==> config.mk <==
export PLATFORM = sky130hd
export DESIGN_NAME = sipo_deser_ctrl
export DESIGN_NICKNAME = d
export VERILOG_FILES = /design/src/rtl/sipo_deser_ctrl.sv
export SDC_FILE = /design/constraint.sdc
export NUM_CORES = 1
export LEC_CHECK = 0
export CAP_MARGIN = 20
export CORE_AREA = 2 2 49 51
export CTS_CLUSTER_DIAMETER = 100
export DETAILED_ROUTE_END_ITERATION = 7
export DIE_AREA = 0 0 51 53
export PLACE_DENSITY_LB_ADDON = 0.25
export SYNTH_ARGS = -nofsm -noshare
export SYNTH_HDL_FRONTEND = slang
export SYNTH_SLANG_ARGS = --single-unit
==> constraint.sdc <==
create_clock -name clk -period 1.6 [get_ports clk]
set_input_delay 0.24 -clock clk [delete_from_list [all_inputs] [get_ports clk]]
set_output_delay 0.24 -clock clk [all_outputs]
set_load 0.005 [all_outputs]
==> src/rtl/sipo_deser_ctrl.sv <==
// sipo_deser_ctrl: serial-in/parallel-out controller with frame resync and a double-buffered word output
// The shift register doubles as the second buffer: a completed word waits there (STALL) until the output slot frees.
module sipo_deser_ctrl #(
    parameter int WIDTH = 4,
    parameter bit MSB_FIRST = 1'b1,
    localparam int CW = $clog2(WIDTH)
) (
    input  logic             clk,
    input  logic             rst,
    input  logic             bit_in_i,
    input  logic             bit_valid_i,
    output logic             bit_ready_o,
    input  logic             frame_start_i,
    output logic [WIDTH-1:0] word_out_o,
    output logic             word_valid_o,
    input  logic             word_ready_i,
    output logic [CW-1:0]    bit_count_o,
    output logic             frame_err_o
);
    typedef enum logic {COLLECT, STALL} state_t;
    state_t state_q, state_d;
    logic [WIDTH-1:0] sr_q, sr_d, word_q, word_d, shifted;
    logic [CW-1:0] cnt_q, cnt_d, cnt_base;
    logic valid_q, valid_d, ferr_q, ferr_d, bit_acc, word_acc, complete;
    assign bit_ready_o  = (state_q == COLLECT) & ~rst;
    assign bit_acc      = bit_valid_i & bit_ready_o;
    assign word_acc     = valid_q & word_ready_i;
    // frame_start makes the accepted bit position 0 regardless of the count so far
    assign cnt_base     = frame_start_i ? '0 : cnt_q;
    assign complete     = bit_acc & (cnt_base == CW'(WIDTH - 1));
    assign shifted      = MSB_FIRST ? {sr_q[WIDTH-2:0], bit_in_i} : {bit_in_i, sr_q[WIDTH-1:1]};
    assign word_out_o   = word_q;
    assign word_valid_o = valid_q;
    assign bit_count_o  = cnt_q;
    assign frame_err_o  = ferr_q;
    always_comb begin
        state_d = state_q;
        sr_d    = bit_acc ? shifted : sr_q;
        cnt_d   = bit_acc ? (complete ? '0 : cnt_base + CW'(1)) : cnt_q;
        word_d  = word_q;
        valid_d = valid_q & ~word_acc;
        ferr_d  = bit_acc & frame_start_i & (cnt_q != '0);
        if (state_q == STALL) begin
            if (word_acc) begin
                word_d  = sr_q;
                valid_d = 1'b1;
                state_d = COLLECT;
            end
        end else if (complete) begin
            if (!valid_q || word_acc) begin
                word_d  = shifted;
                valid_d = 1'b1;
            end else begin
                state_d = STALL;
            end
        end
    end
    always_ff @(posedge clk) begin
        if (rst) begin
            state_q <= COLLECT;
            sr_q    <= '0;
            cnt_q   <= '0;
            word_q  <= '0;
            valid_q <= 1'b0;
            ferr_q  <= 1'b0;
        end else begin
            state_q <= state_d;
            sr_q    <= sr_d;
            cnt_q   <= cnt_d;
            word_q  <= word_d;
            valid_q <= valid_d;
            ferr_q  <= ferr_d;
        end
    end
endmodule

==> results of run 1 <==
==> synthesized netlist by cell type <==
cell type	instances
a211o_4	1
buf_6	1
o21ai_0	1
ha_1	1
o2111a_1	1
nor2b_1	6
mux2_4	4
clkbuf_1	2
and2b_1	1
mux2i_1	4
a211oi_1	2
nand3b_1	2
inv_1	1
nor2b_2	1
dfxtp_1	13
a31oi_1	1
nand2_1	9
a21oi_1	6
nor2_1	6
a21oi_2	1
nand2b_1	1
==> kinds of logic (layout without fill, tap and decap cells) <==
group,count (synthesis),after routing,share of synthesized area
flip-flops,13,13,0.419
buffers and inverters,4,26,0.0363
AO/OA/AOI/OAI,13,13,0.151
multiplexers,8,8,0.161
adder cells (fa/ha/maj),1,1,0.0202
AND/OR/NAND/NOR,26,26,0.212
==> state kept, by name, indices dropped and copies added (netlist names) <==
| signal | count |
|---|---|
| sr_q | 4 |
| word_out_o | 4 |
| bit_count_o | 2 |
| frame_err_o | 1 |
| state_q | 1 |
| word_valid_o | 1 |
==> routing by layer <==
| layer | up-vias | part of all wire | wire length (um) |
|---|---|---|---|
| met5 | - | 0 | 0 |
| met4 | 0 | 0.023 | 27 |
| met3 | 2 | 0.017 | 20 |
| met2 | 6 | 0.48 | 568 |
| met1 | 228 | 0.48 | 564 |
| li1 | 265 | - | - |
==> per-stage QoR <==
step	utilization	instance area, sq um	setup slack [ps]	hold slack, ps
6_report	0.404	868	77.8	298
5_1_grt	0.404	868	25.2	304
4_1_cts	0.398	856	7.64	462
3_5_place_dp	0.383	822	-310	451
3_3_place_gp	0.383	822	-289	444
2_1_floorplan	-	621	35.2	336
==> report_power, final <==
group / switching [mW] / leakage, nW / internal (mW) / total (mW)
clock network: 0.104 / 0.0150 / 0.0964 / 0.200
logic: 0.0294 / 0.228 / 0.0366 / 0.0660
registers: 0.00410 / 0.105 / 0.330 / 0.334
total: 0.137 / 0.348 / 0.463 / 0.600
==> path summary, 6_finish.rpt <==
path | to | cells past startpoint | slack, ps | from
min | frame_err_o$_SDFF_PP0_ | 2 | 300 | frame_start_i
min reg2reg | sr_q[3]$_SDFFE_PP0P_ | 2 | 460 | sr_q[3]$_SDFFE_PP0P_
max reg2reg | word_out_o[1]$_SDFFE_PP0P_ | 5 | 80 | bit_count_o[0]$_SDFFE_PP0P_
max | word_out_o[1]$_SDFFE_PP0P_ | 5 | 80 | bit_count_o[0]$_SDFFE_PP0P_
==> repair_timing <==
action | CTS | global route
setup buffers | 0 | 1
hold buffers | 0 | 0
endpoints found under the setup margin | 5 | 5
gates resized for setup | 3 | 2
pin swaps | 0 | 1
==> layout make-up <==
cell class                 instances  share of cell area
inverter                           1             0.00432
sequential                        13               0.300
multi-input combinational         48               0.398
tap                               28              0.0403
timing repair buffer              21               0.228
clock buffer                       4              0.0303
==> worst register-to-register path, stage by stage, from the launching register on <==
cell and delay (ps):
dfxtp_1 330, nor2b_2 170, ha_2 200, a21oi_2 60
a211o_4 350, mux2_4 300
==> metrics.csv, run 1 <==
metric,value,unit
post-route-min-period,1520,ps
p_leak,0.348,nW
cts_sinks,13,
fin_crit_sh,0.951,
synth_nets,72,
ant_nets,0,
die_area,2700,sq um
ys_warn_count,0,
worstSetupPathType,reg -> reg,
worst_slew_pin_slew,232,ps
grt_overflow_total,0,
nets,95,
nFillCells,216,
die_x,51,um
place_inst,110,
grt-busiest-layer,met2,
hold_viol_final,0,
dp_hpwl,877,um
route.detailed.drc,0,
powerDensity,691,nW/um^2
routed_wl,1180,um
critPathMaxFanout,4,
required,1760,ps
grtUsageMet3,0.0169,
finalPower,0.600,mW
avgRoutedWirePerCell,10.3,um
clock_path_buffers,2,
drt_iter0_markers,3,
finalMaxSlewViolations,0,
max_stage_delay,350,ps
vias_per_cell,4.36,
layout-drive-gt1-share,0.230,
rsz0062_at_grt,false,
antenna_found_initial,0,
path_clk_slew,80,ps
fin_tns_setup,0,ps
cp.arrival,1680,ps
layout_commonest_cell,dfxtp_1,
final-seq-area,260,sq um
coreArea,2150,sq um
clock_latency,270,ps
path_buf_inv,0,
met2_usage,0.145,
syn_inst,65,
io_buffers,14,
fmax,657,MHz
irDropWorstVdd,347,uV
grt_pass1_vias,444,
netlist.area_leader.share,0.419,
vias,501,
cts_tree,done,
slowest_stage,a211o_4,
placementRows,17,
setup_violations,0,
synth_cell_types,21,
grt_max_degree,17,
multiInputGateArea,345,sq um
yosysSeqAreaShare,0.419,
grt_usage,0.102,
critical_path.cell_chain,"nor2b_2, ha_2, a21oi_2, a211o_4, mux2_4",
hold_class,in -> reg,
num_io_pins,15,
ys_ff_latch,13,
synth_area,621,sq um
place_congestion,0.702,
max-slew-margin-rel,0.845,
avgSynthCellArea,9.55,sq um
endpoint_kind,flip-flop,
yosys-top-cells-area,"dfxtp_1 42%, mux2_4 9.7%, mux2i_1 6.5%, nor2b_1 6.0%, nand2_1 5.4%",
fin_cells,115,
die_h,53,um
cts_buffers,3,
final_cell_mix,"13 x dfxtp_1, 12 x clkdlybuf4s50_1, 9 x nand2_1, 7 x buf_4, 6 x a21oi_1",
cts_root_buf,clkbuf_4,
n_antenna_cell,0,
start_util,0.289,
cts_htree_levels,1,
synth_top_area_cell,dfxtp_1,
finalClockSkew,8.38,ps
status,completed,
crit_family,compound AO/OA/AOI/OAI gates,
start_kind,flip-flop,
maxCapViolations,0,
first_pass_iters,4,
areaGrowthSynthToFinish,39.9,%
grt_first_pass_wirelength,1970,um
use_met1,0.126,
Power figures use the tool's default switching activity.
==> inputs of run 2 (changes only) <==
--- a/config.mk
+++ b/config.mk
@@ -6,10 +6,10 @@
 export NUM_CORES = 1
 export LEC_CHECK = 0
 export CAP_MARGIN = 20
-export CORE_AREA = 2 2 49 51
+export CORE_AREA = 2 2 42 44
 export CTS_CLUSTER_DIAMETER = 100
 export DETAILED_ROUTE_END_ITERATION = 7
-export DIE_AREA = 0 0 51 53
+export DIE_AREA = 0 0 44 46
 export PLACE_DENSITY_LB_ADDON = 0.25
 export SYNTH_ARGS = -nofsm -noshare
 export SYNTH_HDL_FRONTEND = slang
==> metrics.csv, run 2 (synthesized netlist as in run 1, its figures left out) <==
metric,value,unit,change
coreArea,1610,sq um,-25%
endpoint_kind,output pin,,
fin_util,0.526,,+0.121
crit_start,word_valid_o$_SDFF_PP0_,,
place_inst,99,,-10%
cts_tree,done,,
pre_cts_ws,-311,ps,-0.389 ps
cts_htree_levels,1,,unchanged
cts_setup_buffers,0,,unchanged
vias,521,,+4.0%
maxCapViolations,0,,unchanged
first_pass_iters,2,,-2
grt_first_pass_wirelength,2090,um,+5.9%
ant_nets,0,,unchanged
p_int,0.461,mW,-0.29%
n_antenna_cell,0,,unchanged
hold_slack,306,ps,+8.15 ps
p_comb_frac,0.108,,-0.002
r2r-start,bit_count_o[0]$_SDFFE_PP0P_,,
routed_wl,1240,um,+4.9%
route.detailed.drc,0,,unchanged
critPathMaxFanout,6,,+2
required,1360,ps,-400 ps
post-route-min-period,1520,ps,-0.617 ps
max-slew-margin-rel,0.835,,-0.0101
num_io_pins,15,,unchanged
pwr-share-seq,0.557,,about the same
avgRoutedWirePerCell,12.0,um,+17%
start_util,0.384,,+0.0956
powerDensity,706,nW/um^2,+2.2%
cts_sinks,13,,unchanged
areaGrowthSynthToFinish,36.7,%,
p_sw,0.137,mW,+0.14%
worst_slew_pin_slew,247,ps,+15.1 ps
fin_crit_sh,0.951,,about the same
grt_usage,0.145,,+0.0426
drt_iter0_markers,2,,-1
final_cell_mix,"12 x dfxtp_1, 12 x clkdlybuf4s50_1, 9 x nand2_1, 6 x a21oi_1, 6 x buf_4",,
clock_latency,270,ps,about the same
hold_buffers,0,,unchanged
grt_overflow_total,0,,unchanged
dp_hpwl,921,um,+5.1%
clock_path_buffers,2,,unchanged
grt_max_degree,17,,unchanged
finalClockSkew,3.58,ps,-4.80 ps
layout-drive-gt1-share,0.233,,+0.00267
start_kind,flip-flop,,
finalMaxSlewViolations,0,,unchanged
place_congestion,0.700,,-0.23%
path_clk_slew,80,ps,about the same
placementRows,15,,-2
fmax,657,MHz,about the same
antenna_found_initial,0,,unchanged
critical_path.cell_chain,clkdlybuf4s50_1,,
crit_family,buffers and inverters,,
pwr-share-clk,0.335,,about the same
io_buffers,14,,unchanged
worstSetupPathType,reg -> out,,
fin_tns_setup,0,ps,unchanged
status,completed,,
slowest_stage,clkdlybuf4s50_1,,
grt_pass1_vias,501,,+13%
die_area,2020,sq um,-25%
die_h,46,um,-13%
p_leak,0.344,nW,-1.2%
vias_per_cell,5.06,,+16%
hold_class,in -> reg,,
fin_ws,78.4,ps,+0.617 ps
nFillCells,161,,-25%
cts_root_buf,clkbuf_4,,
irDropWorstVdd,379,uV,+9.2%
fin_cells,103,,-10%
rsz0062_at_grt,false,,
setup_violations,0,,unchanged
power_switching_share,0.230,,+0.000753
hold_path.startpoint,frame_start_i,,
path_buf_inv,1,,+1
hold_viol_final,0,,unchanged
max_stage_delay,550,ps,+200 ps
cp.arrival,1280,ps,-400 ps
cts_buffers,3,,unchanged
die_x,44,um,-14%
nets,94,,-1.1%
run 2: power by group through the flow:
stage	Sequential [mW]	Clock (mW)	Combinational, mW
6_report	0.334	0.201	0.0645
5_1_grt	0.334	0.226	0.0706
4_1_cts	0.334	0.213	0.0658
3_5_place_dp	0.341	0	0.0640
3_3_place_gp	0.341	0	0.0634
2_1_floorplan	0.342	0	0.0227
run 2: timing repair:
item / CTS / global route
hold endpoints to repair: 0 / 0
resized for setup: 3 / 3
setup endpoints to repair: 5 / 5
pin swaps: 0 / 1
run 2: worst paths after layout:
kind	endpoint	slack, ps	cells after the start
max	word_valid_o	80	1
min reg2reg	sr_q[3]$_SDFFE_PP0P_	470	2
min	frame_err_o$_SDFF_PP0_	310	2
max reg2reg	word_out_o[0]$_SDFFE_PP0P_	100	5
run 2: layout make-up:
class / count / area (sq um) / share of cell area
flip-flops and latches: 13 / 262 / 0.308
multi-input cells: 48 / 345 / 0.407
well taps: 17 / 21.3 / 0.0251
repair buffers: 20 / 190 / 0.224
inverters: 1 / 3.75 / 0.00442
clock buffers: 4 / 26.3 / 0.0310
run 2: per-stage QoR:
| stage | power (mW) | cell area (sq um) |
|---|---|---|
| after global placement | 0.405 | 808 |
| final | 0.599 | 848 |
| after CTS | 0.613 | 841 |
| after detailed placement | 0.405 | 808 |
| after floorplan | 0.365 | 621 |
| after global routing | 0.631 | 848 |
run 2: per-layer routing:
layer  GRT usage  part of all wire  vias up
met4      0.0909            0.0097        0
met5           0                 0        -
li1            -                 -      267
met1       0.173              0.48      246
met3      0.0238             0.028        2
met2       0.241              0.48        6
==> inputs of run 3 (changes only) <==
--- a/config.mk
+++ b/config.mk
@@ -11,6 +11,7 @@
 export DETAILED_ROUTE_END_ITERATION = 7
 export DIE_AREA = 0 0 44 46
 export PLACE_DENSITY_LB_ADDON = 0.25
+export SLEW_MARGIN = 5
 export SYNTH_ARGS = -nofsm -noshare
 export SYNTH_HDL_FRONTEND = slang
 export SYNTH_SLANG_ARGS = --single-unit
==> results of run 3 <==
The final DEF is identical to that of run 2; final timing and power are the same.
